==> config.mk <==
export PLATFORM = sky130hd
export DESIGN_NAME = bcd_conv_sched
export DESIGN_NICKNAME = d
export VERILOG_FILES = /design/src/rtl/bcd_pkg.sv /design/src/rtl/byte_fifo.sv /design/src/rtl/bcd_conv_sched.sv
export SDC_FILE = /design/constraint.sdc
export NUM_CORES = 1
export LEC_CHECK = 0
export ABC_AREA = 1
export BUFFER_PORTS_ARGS = -buffer_cell sky130_fd_sc_hd__buf_2
export CAP_MARGIN = 20
export CORE_AREA = 5 5 120 65
export DETAILED_ROUTE_END_ITERATION = 6
export DIE_AREA = 0 0 125 70
export MAX_ROUTING_LAYER = met4
export PLACE_DENSITY = 0.85
export SYNTH_ARGS = -nofsm -noshare
export SYNTH_HDL_FRONTEND = slang
export SYNTH_SLANG_ARGS = --single-unit
==> constraint.sdc <==
create_clock -name clk -period 2.15 [get_ports clk]
set_clock_uncertainty 0.1 [all_clocks]
set_input_delay 0.3225 -clock clk [delete_from_list [all_inputs] [get_ports clk]]
set_output_delay 0.3225 -clock clk [all_outputs]
set_load 0.005 [all_outputs]
==> src/rtl/bcd_pkg.sv <==
// Shared state encoding and default timing constants for the BCD display scheduler.
package bcd_pkg;

    typedef enum logic [2:0] {
        ST_INIT    = 3'd0,
        ST_IDLE    = 3'd1,
        ST_SETUP   = 3'd2,
        ST_ISSUE   = 3'd3,
        ST_WAIT    = 3'd4,
        ST_CAPTURE = 3'd5
    } state_e;

    localparam int FIFO_DEPTH_DEF  = 4;
    localparam int CONV_LAT_DEF    = 2;
    localparam int INIT_CYCLES_DEF = 2;
    localparam int CNT_W           = 8;

endpackage

==> src/rtl/byte_fifo.sv <==
// Received-byte buffer: power-of-two ring with explicit occupancy count.
module byte_fifo
    import bcd_pkg::*;
#(
    parameter int DEPTH = FIFO_DEPTH_DEF
) (
    input  logic                     clk_i,
    input  logic                     rst_n_i,
    input  logic                     push_i,
    input  logic [7:0]               din_i,
    input  logic                     pop_i,
    output logic [7:0]               dout_o,
    output logic                     full_o,
    output logic                     empty_o,
    output logic [$clog2(DEPTH):0]   count_o
);

    localparam int AW = $clog2(DEPTH);
    localparam logic [AW:0] FULL_CNT = (AW + 1)'(DEPTH);
    localparam logic [AW:0] ZERO_CNT = (AW + 1)'(0);

    logic [7:0]    mem_q [DEPTH];
    logic [AW-1:0] wr_ptr_q;
    logic [AW-1:0] rd_ptr_q;
    logic [AW:0]   count_q;
    logic [AW:0]   count_d;
    logic          do_push_s;
    logic          do_pop_s;

    // A full buffer still accepts a write when the head leaves in the same cycle.
    assign do_pop_s  = pop_i && (count_q != ZERO_CNT);
    assign do_push_s = push_i && ((count_q != FULL_CNT) || do_pop_s);

    // Occupancy next-state.
    always_comb begin
        count_d = count_q;
        case ({do_push_s, do_pop_s})
            2'b10:   count_d = count_q + (AW + 1)'(1);
            2'b01:   count_d = count_q - (AW + 1)'(1);
            default: count_d = count_q;
        endcase
    end

    // Storage, pointers and count.
    always_ff @(posedge clk_i or negedge rst_n_i) begin
        if (!rst_n_i) begin
            for (int i = 0; i < DEPTH; i++) begin
                mem_q[i] <= 8'h00;
            end
            wr_ptr_q <= AW'(0);
            rd_ptr_q <= AW'(0);
            count_q  <= ZERO_CNT;
        end else begin
            if (do_push_s) begin
                mem_q[wr_ptr_q] <= din_i;
                wr_ptr_q        <= wr_ptr_q + AW'(1);
            end
            if (do_pop_s) begin
                rd_ptr_q <= rd_ptr_q + AW'(1);
            end
            count_q <= count_d;
        end
    end

    assign dout_o  = mem_q[rd_ptr_q];
    assign full_o  = (count_q == FULL_CNT);
    assign empty_o = (count_q == ZERO_CNT);
    assign count_o = count_q;

endmodule

==> src/rtl/bcd_conv_sched.sv <==
// Feeds buffered UART bytes one at a time through an external nibble converter
// and latches each result pair for the display.
module bcd_conv_sched
    import bcd_pkg::*;
#(
    parameter int FIFO_DEPTH  = FIFO_DEPTH_DEF,
    parameter int CONV_LAT    = CONV_LAT_DEF,
    parameter int INIT_CYCLES = INIT_CYCLES_DEF
) (
    input  logic       clk,
    input  logic       reset,
    input  logic       rx_valid,
    input  logic [7:0] rx_data,
    output logic       conv_reset,
    output logic       conv_en,
    output logic [7:0] conv_hex,
    input  logic [3:0] conv_ones,
    input  logic [3:0] conv_tens,
    output logic [3:0] disp_ones,
    output logic [3:0] disp_tens,
    output logic       disp_valid,
    output logic       busy,
    output logic       fifo_full,
    output logic       overflow,
    input  logic       ovf_clr
);

    localparam int               CW        = $clog2(FIFO_DEPTH) + 1;
    localparam logic [CW-1:0]    FULL_CNT  = CW'(FIFO_DEPTH);
    localparam logic [CNT_W-1:0] INIT_LAST = CNT_W'(INIT_CYCLES - 1);
    localparam logic [CNT_W-1:0] WAIT_LAST = CNT_W'(CONV_LAT - 1);

    state_e           state_q;
    logic [CNT_W-1:0] cnt_q;
    logic             conv_reset_q;
    logic             conv_en_q;
    logic [7:0]       conv_hex_q;
    logic [3:0]       disp_ones_q;
    logic [3:0]       disp_tens_q;
    logic             disp_valid_q;
    logic             busy_q;
    logic             overflow_q;

    logic [7:0]       fifo_head_s;
    logic             fifo_full_s;
    logic             fifo_empty_s;
    logic [CW-1:0]    fifo_count_s;
    logic             pop_s;
    logic             ovf_set_s;

    assign pop_s     = (state_q == ST_CAPTURE);
    assign ovf_set_s = rx_valid && fifo_full_s && !pop_s;

    byte_fifo #(.DEPTH(FIFO_DEPTH)) u_fifo (
        .clk_i   (clk),
        .rst_n_i (reset),
        .push_i  (rx_valid),
        .din_i   (rx_data),
        .pop_i   (pop_s),
        .dout_o  (fifo_head_s),
        .full_o  (fifo_full_s),
        .empty_o (fifo_empty_s),
        .count_o (fifo_count_s)
    );

    // Conversion sequencer; every output is registered alongside the state.
    always_ff @(posedge clk or negedge reset) begin
        if (!reset) begin
            state_q      <= ST_INIT;
            cnt_q        <= CNT_W'(0);
            conv_reset_q <= 1'b1;
            conv_en_q    <= 1'b0;
            conv_hex_q   <= 8'h00;
            disp_ones_q  <= 4'h0;
            disp_tens_q  <= 4'h0;
            disp_valid_q <= 1'b0;
            busy_q       <= 1'b1;
        end else begin
            conv_en_q    <= 1'b0;
            disp_valid_q <= 1'b0;
            case (state_q)
                ST_INIT: begin
                    if (cnt_q == INIT_LAST) begin
                        state_q      <= ST_IDLE;
                        cnt_q        <= CNT_W'(0);
                        conv_reset_q <= 1'b0;
                        busy_q       <= 1'b0;
                    end else begin
                        cnt_q <= cnt_q + CNT_W'(1);
                    end
                end
                ST_IDLE: begin
                    if (!fifo_empty_s) begin
                        state_q    <= ST_SETUP;
                        conv_hex_q <= fifo_head_s;
                        busy_q     <= 1'b1;
                    end
                end
                ST_SETUP: begin
                    state_q   <= ST_ISSUE;
                    conv_en_q <= 1'b1;
                end
                ST_ISSUE: begin
                    state_q <= ST_WAIT;
                    cnt_q   <= CNT_W'(0);
                end
                ST_WAIT: begin
                    if (cnt_q == WAIT_LAST) begin
                        state_q <= ST_CAPTURE;
                    end else begin
                        cnt_q <= cnt_q + CNT_W'(1);
                    end
                end
                ST_CAPTURE: begin
                    disp_ones_q  <= conv_ones;
                    disp_tens_q  <= conv_tens;
                    disp_valid_q <= 1'b1;
                    state_q      <= ST_IDLE;
                    busy_q       <= 1'b0;
                end
                default: begin
                    state_q      <= ST_INIT;
                    cnt_q        <= CNT_W'(0);
                    conv_reset_q <= 1'b1;
                    busy_q       <= 1'b1;
                end
            endcase
        end
    end

    // Sticky drop flag; a new drop outranks a same-cycle clear.
    always_ff @(posedge clk or negedge reset) begin
        if (!reset) begin
            overflow_q <= 1'b0;
        end else if (ovf_set_s) begin
            overflow_q <= 1'b1;
        end else if (ovf_clr) begin
            overflow_q <= 1'b0;
        end
    end

    assign conv_reset = conv_reset_q;
    assign conv_en    = conv_en_q;
    assign conv_hex   = conv_hex_q;
    assign disp_ones  = disp_ones_q;
    assign disp_tens  = disp_tens_q;
    assign disp_valid = disp_valid_q;
    assign busy       = busy_q;
    assign fifo_full  = (fifo_count_s == FULL_CNT);
    assign overflow   = overflow_q;

endmodule
==> results.py <==
metrics = {
    "die": {
        "die_h_um": 70,
        "die_x_um": 125,
        "initial_core_util_pct": 51.27,
        "core_area_um2": 6543,
        "row_count": 21,
        "pin_count": 42,
        "die_area_um2": 8750,
    },
    "global_route": {
        "grt_pass1_vias": 2784,
        "grt_max_degree": 35,
        "grt_usage_pct": 18.54,
        "antenna_found_initial": 0,
        "grt_pass1_wl_um": 12790,
        "globalRouteOverflowTotal": 0,
    },
    "min_path": {
        "whs_endpoint": "disp_tens[0]$_DFFE_PN0N_",
        "hold_class": "input pin to register",
        "whs_path_depth": 3,
        "hp-start": "conv_tens[0]",
    },
    "placement": {
        "post-dp-hpwl_um": 4925,
        "gp_congestion": 0.8269,
        "io_buffers": 41,
        "post-place-ws_ns": 0.0005056,
    },
    "routing": {
        "drt_iter0_markers": 264,
        "post-route-drc-count": 0,
        "wire_per_inst_um": 13.26,
        "detail-route-antenna-nets": 0,
        "wl_um": 7294,
        "first_pass_iters": 5,
        "route.vias.total": 2810,
        "via_per_inst": 5.109,
    },
    "timing": {
        "finalSetupViolCount": 0,
        "fin_ws_ns": 0.1345,
        "rsz0062_at_grt": "false",
        "fin_crit_sh_pct": 93.74,
        "period_needed_ns": 2.015,
        "fin_setup_tns_ns": 0,
        "max_freq_mhz": 496.2,
        "slew_headroom_pct": 58.04,
        "worst_slew_pin_slew_ns": 0.6295,
        "maxSlewViolCount": 0,
        "hold_viol": 0,
    },
    "power": {
        "ir_drop_uv": 600.5,
        "p_leak_nw": 2.086,
        "p_per_area_nw_per_um2": 1522,
        "total_power_mw": 6.192,
    },
    "layout": {
        "fin_util_pct": 62.17,
        "drive_above_1_share_pct": 18.12,
        "area_growth_pct": 21.26,
        "final_nets": 481,
        "diodes": 0,
    },
    "logic_synthesis": {
        "synth_area_leaders": "dfrtp_1, nand2_1, o21ai_0",
        "yosys_warnings": 0,
        "yosysTopAreaCell": "dfrtp_1",
        "synth_nets": 428,
        "yosys.area.top_type_share_pct": 51.47,
        "synth-seq-cells": 71,
        "synth.distinct_cells": 27,
        "syn_area_um2": 3354,
        "synth.avg_cell_area_um2": 8.386,
        "synth_cells": 400,
        "ys_seq_area_share_pct": 53.04,
    },
    "setup_path": {
        "critPathKind": "register to register",
        "timing.rr.start": "u_fifo.count_o[1]$_DFFE_PN0P_",
        "worst_setup_path_start_kind": "register",
        "required_ns": 2.26,
        "reg2reg_to": "u_fifo.count_o[2]$_DFFE_PN0P_",
        "worst-r2r-cell-count": 9,
        "path_max_fanout": 3,
        "worst-r2r-setup-slack_ns": 0.13,
        "end_kind": "register",
        "arrival_ns": 2.13,
    },
    "clocking": {
        "clk_latency_ns": 0.33,
        "clockBufferDepth": 2,
        "clkSinkCount": 71,
        "root_buffer": "clkbuf_16",
        "cts_max_level": 3,
        "cts_buffers": 9,
        "path_clk_slew_ns": 0.05,
        "cts_tree": "yes",
    },
    "job": {
        "max_cap_violations": 0,
    },
    "outcome": {
        "status": "completed",
    },
}
power breakdown:
part           internal (mW)  leakage, nW  total [mW]  switching, mW
Sequential              1.96        0.873        2.32          0.360
Combinational          0.908         1.06        2.35           1.44
Clock                  0.988        0.156        1.52          0.529
Total                   3.86         2.09        6.19           2.33
registers in the layout (all words and copies together), names as in the netlist, 2 cells and up:
register,count
u_fifo.mem_q,32
disp_tens,4
state_q,3
u_fifo.wr_ptr_q,2
cnt_q,8
u_fifo.rd_ptr_q,2
u_fifo.count_o,3
disp_ones,4
conv_hex,8
synthesized netlist by cell type:
library cell,n
nand2_2,1
o21bai_2,1
xor2_1,4
buf_2,3
nand2_1,125
nor3_2,1
ha_1,7
o211ai_1,12
or2_2,2
buf_4,2
buf_6,2
nor2_4,3
xnor2_1,1
dfrtp_1,69
nand3b_1,1
fa_1,1
a31oi_1,8
o21ai_0,46
nor2_2,2
inv_1,46
dfstp_2,2
o21ai_1,2
nor2_1,26
a21oi_1,14
nand3_1,13
clkinv_1,1
clkbuf_1,5
routing by layer:
layer	vias to the layer above	routed length (µm)	track usage [%]
met5	-	0	-
met4	0	86	5.529
met3	9	452	6.931
met2	71	3613	30.16
met1	1340	3141	21.72
li1	1390	-	-
worst max path at each step:
stage,start,endpoint,slack (ns),cells past startpoint
detailed placement,state_q[1]$_DFFE_PN0P_,u_fifo.count_o[2]$_DFFE_PN0P_,0.0005,11
global placement,state_q[1]$_DFFE_PN0P_,u_fifo.count_o[2]$_DFFE_PN0P_,0.11,11
global route,u_fifo.count_o[0]$_DFFE_PN0P_,u_fifo.count_o[2]$_DFFE_PN0P_,0.009,10
floorplan,u_fifo.count_o[0]$_DFFE_PN0P_,u_fifo.count_o[2]$_DFFE_PN0P_,0.01,10
finish,u_fifo.count_o[1]$_DFFE_PN0P_,u_fifo.count_o[2]$_DFFE_PN0P_,0.13,9
CTS,state_q[1]$_DFFE_PN0P_,u_fifo.count_o[2]$_DFFE_PN0P_,0.07,11
cell type report:
class                           count  area, µm²
Clock inverter                      3      40.04
Fill cell                         559       2475
Tap cell                           92      115.1
Multi-Input combinational cell    270       1356
Sequential cell                    71       1779
Timing Repair Buffer               54      330.3
Inverter                           47      176.4
Clock buffer                       13      270.3
metrics by stage:
step / area (µm²) / hold WS, ns / std cells
after floorplan: 3363 / -0.07309 / 400
after global placement: 3701 / 0.2459 / 530
after detailed placement: 3701 / 0.2504 / 530
after CTS: 4026 / 0.07273 / 547
after global routing: 4068 / 0.07993 / 550
final: 4068 / 0.08361 / 550
repair_timing:
item | CTS | global route
buffers inserted | 0 | 3
setup endpoints to repair | 1 | 1
pin swaps | 0 | 1
gates resized for setup | 1 | 4
hold endpoints to repair | 18 | 0
hold buffers | 1 | 0
cell families (layout without fill, tap and decap cells):
| logic type | after synthesis | count (layout) | share of synthesized area (%) |
|---|---|---|---|
| simple gates | 174 | 174 | 21.30 |
| xor+xnor | 5 | 5 | 1.305 |
| flops | 71 | 71 | 53.04 |
| fa+ha+maj | 8 | 8 | 3.208 |
| compound gates | 83 | 83 | 13.76 |
| buf+inv | 59 | 117 | 7.385 |
cells in the final DEF, fill, tap and decap left out, types with 9 or more instances in the layout:
cell	Yosys	routed
nor2_1	26	26
a21oi_1	14	14
o211ai_1	12	12
o21ai_0	46	45
clkbuf_16	0	9
buf_4	2	10
inv_1	46	45
nand2_1	125	125
nand3_1	13	11
dfrtp_1	69	69
buf_2	3	41
worst max-delay path, cell delays in order, from the launching register on:
cell	delay, ns
dfrtp_1	0.42
nor3_4	0.21
nand2_1	0.11
nand2_4	0.08
ha_1	0.14
inv_1	0.07
fa_1	0.39
a21oi_1	0.15
o21ai_1	0.09
xor2_1	0.15
(Power assumes the default switching activity.)
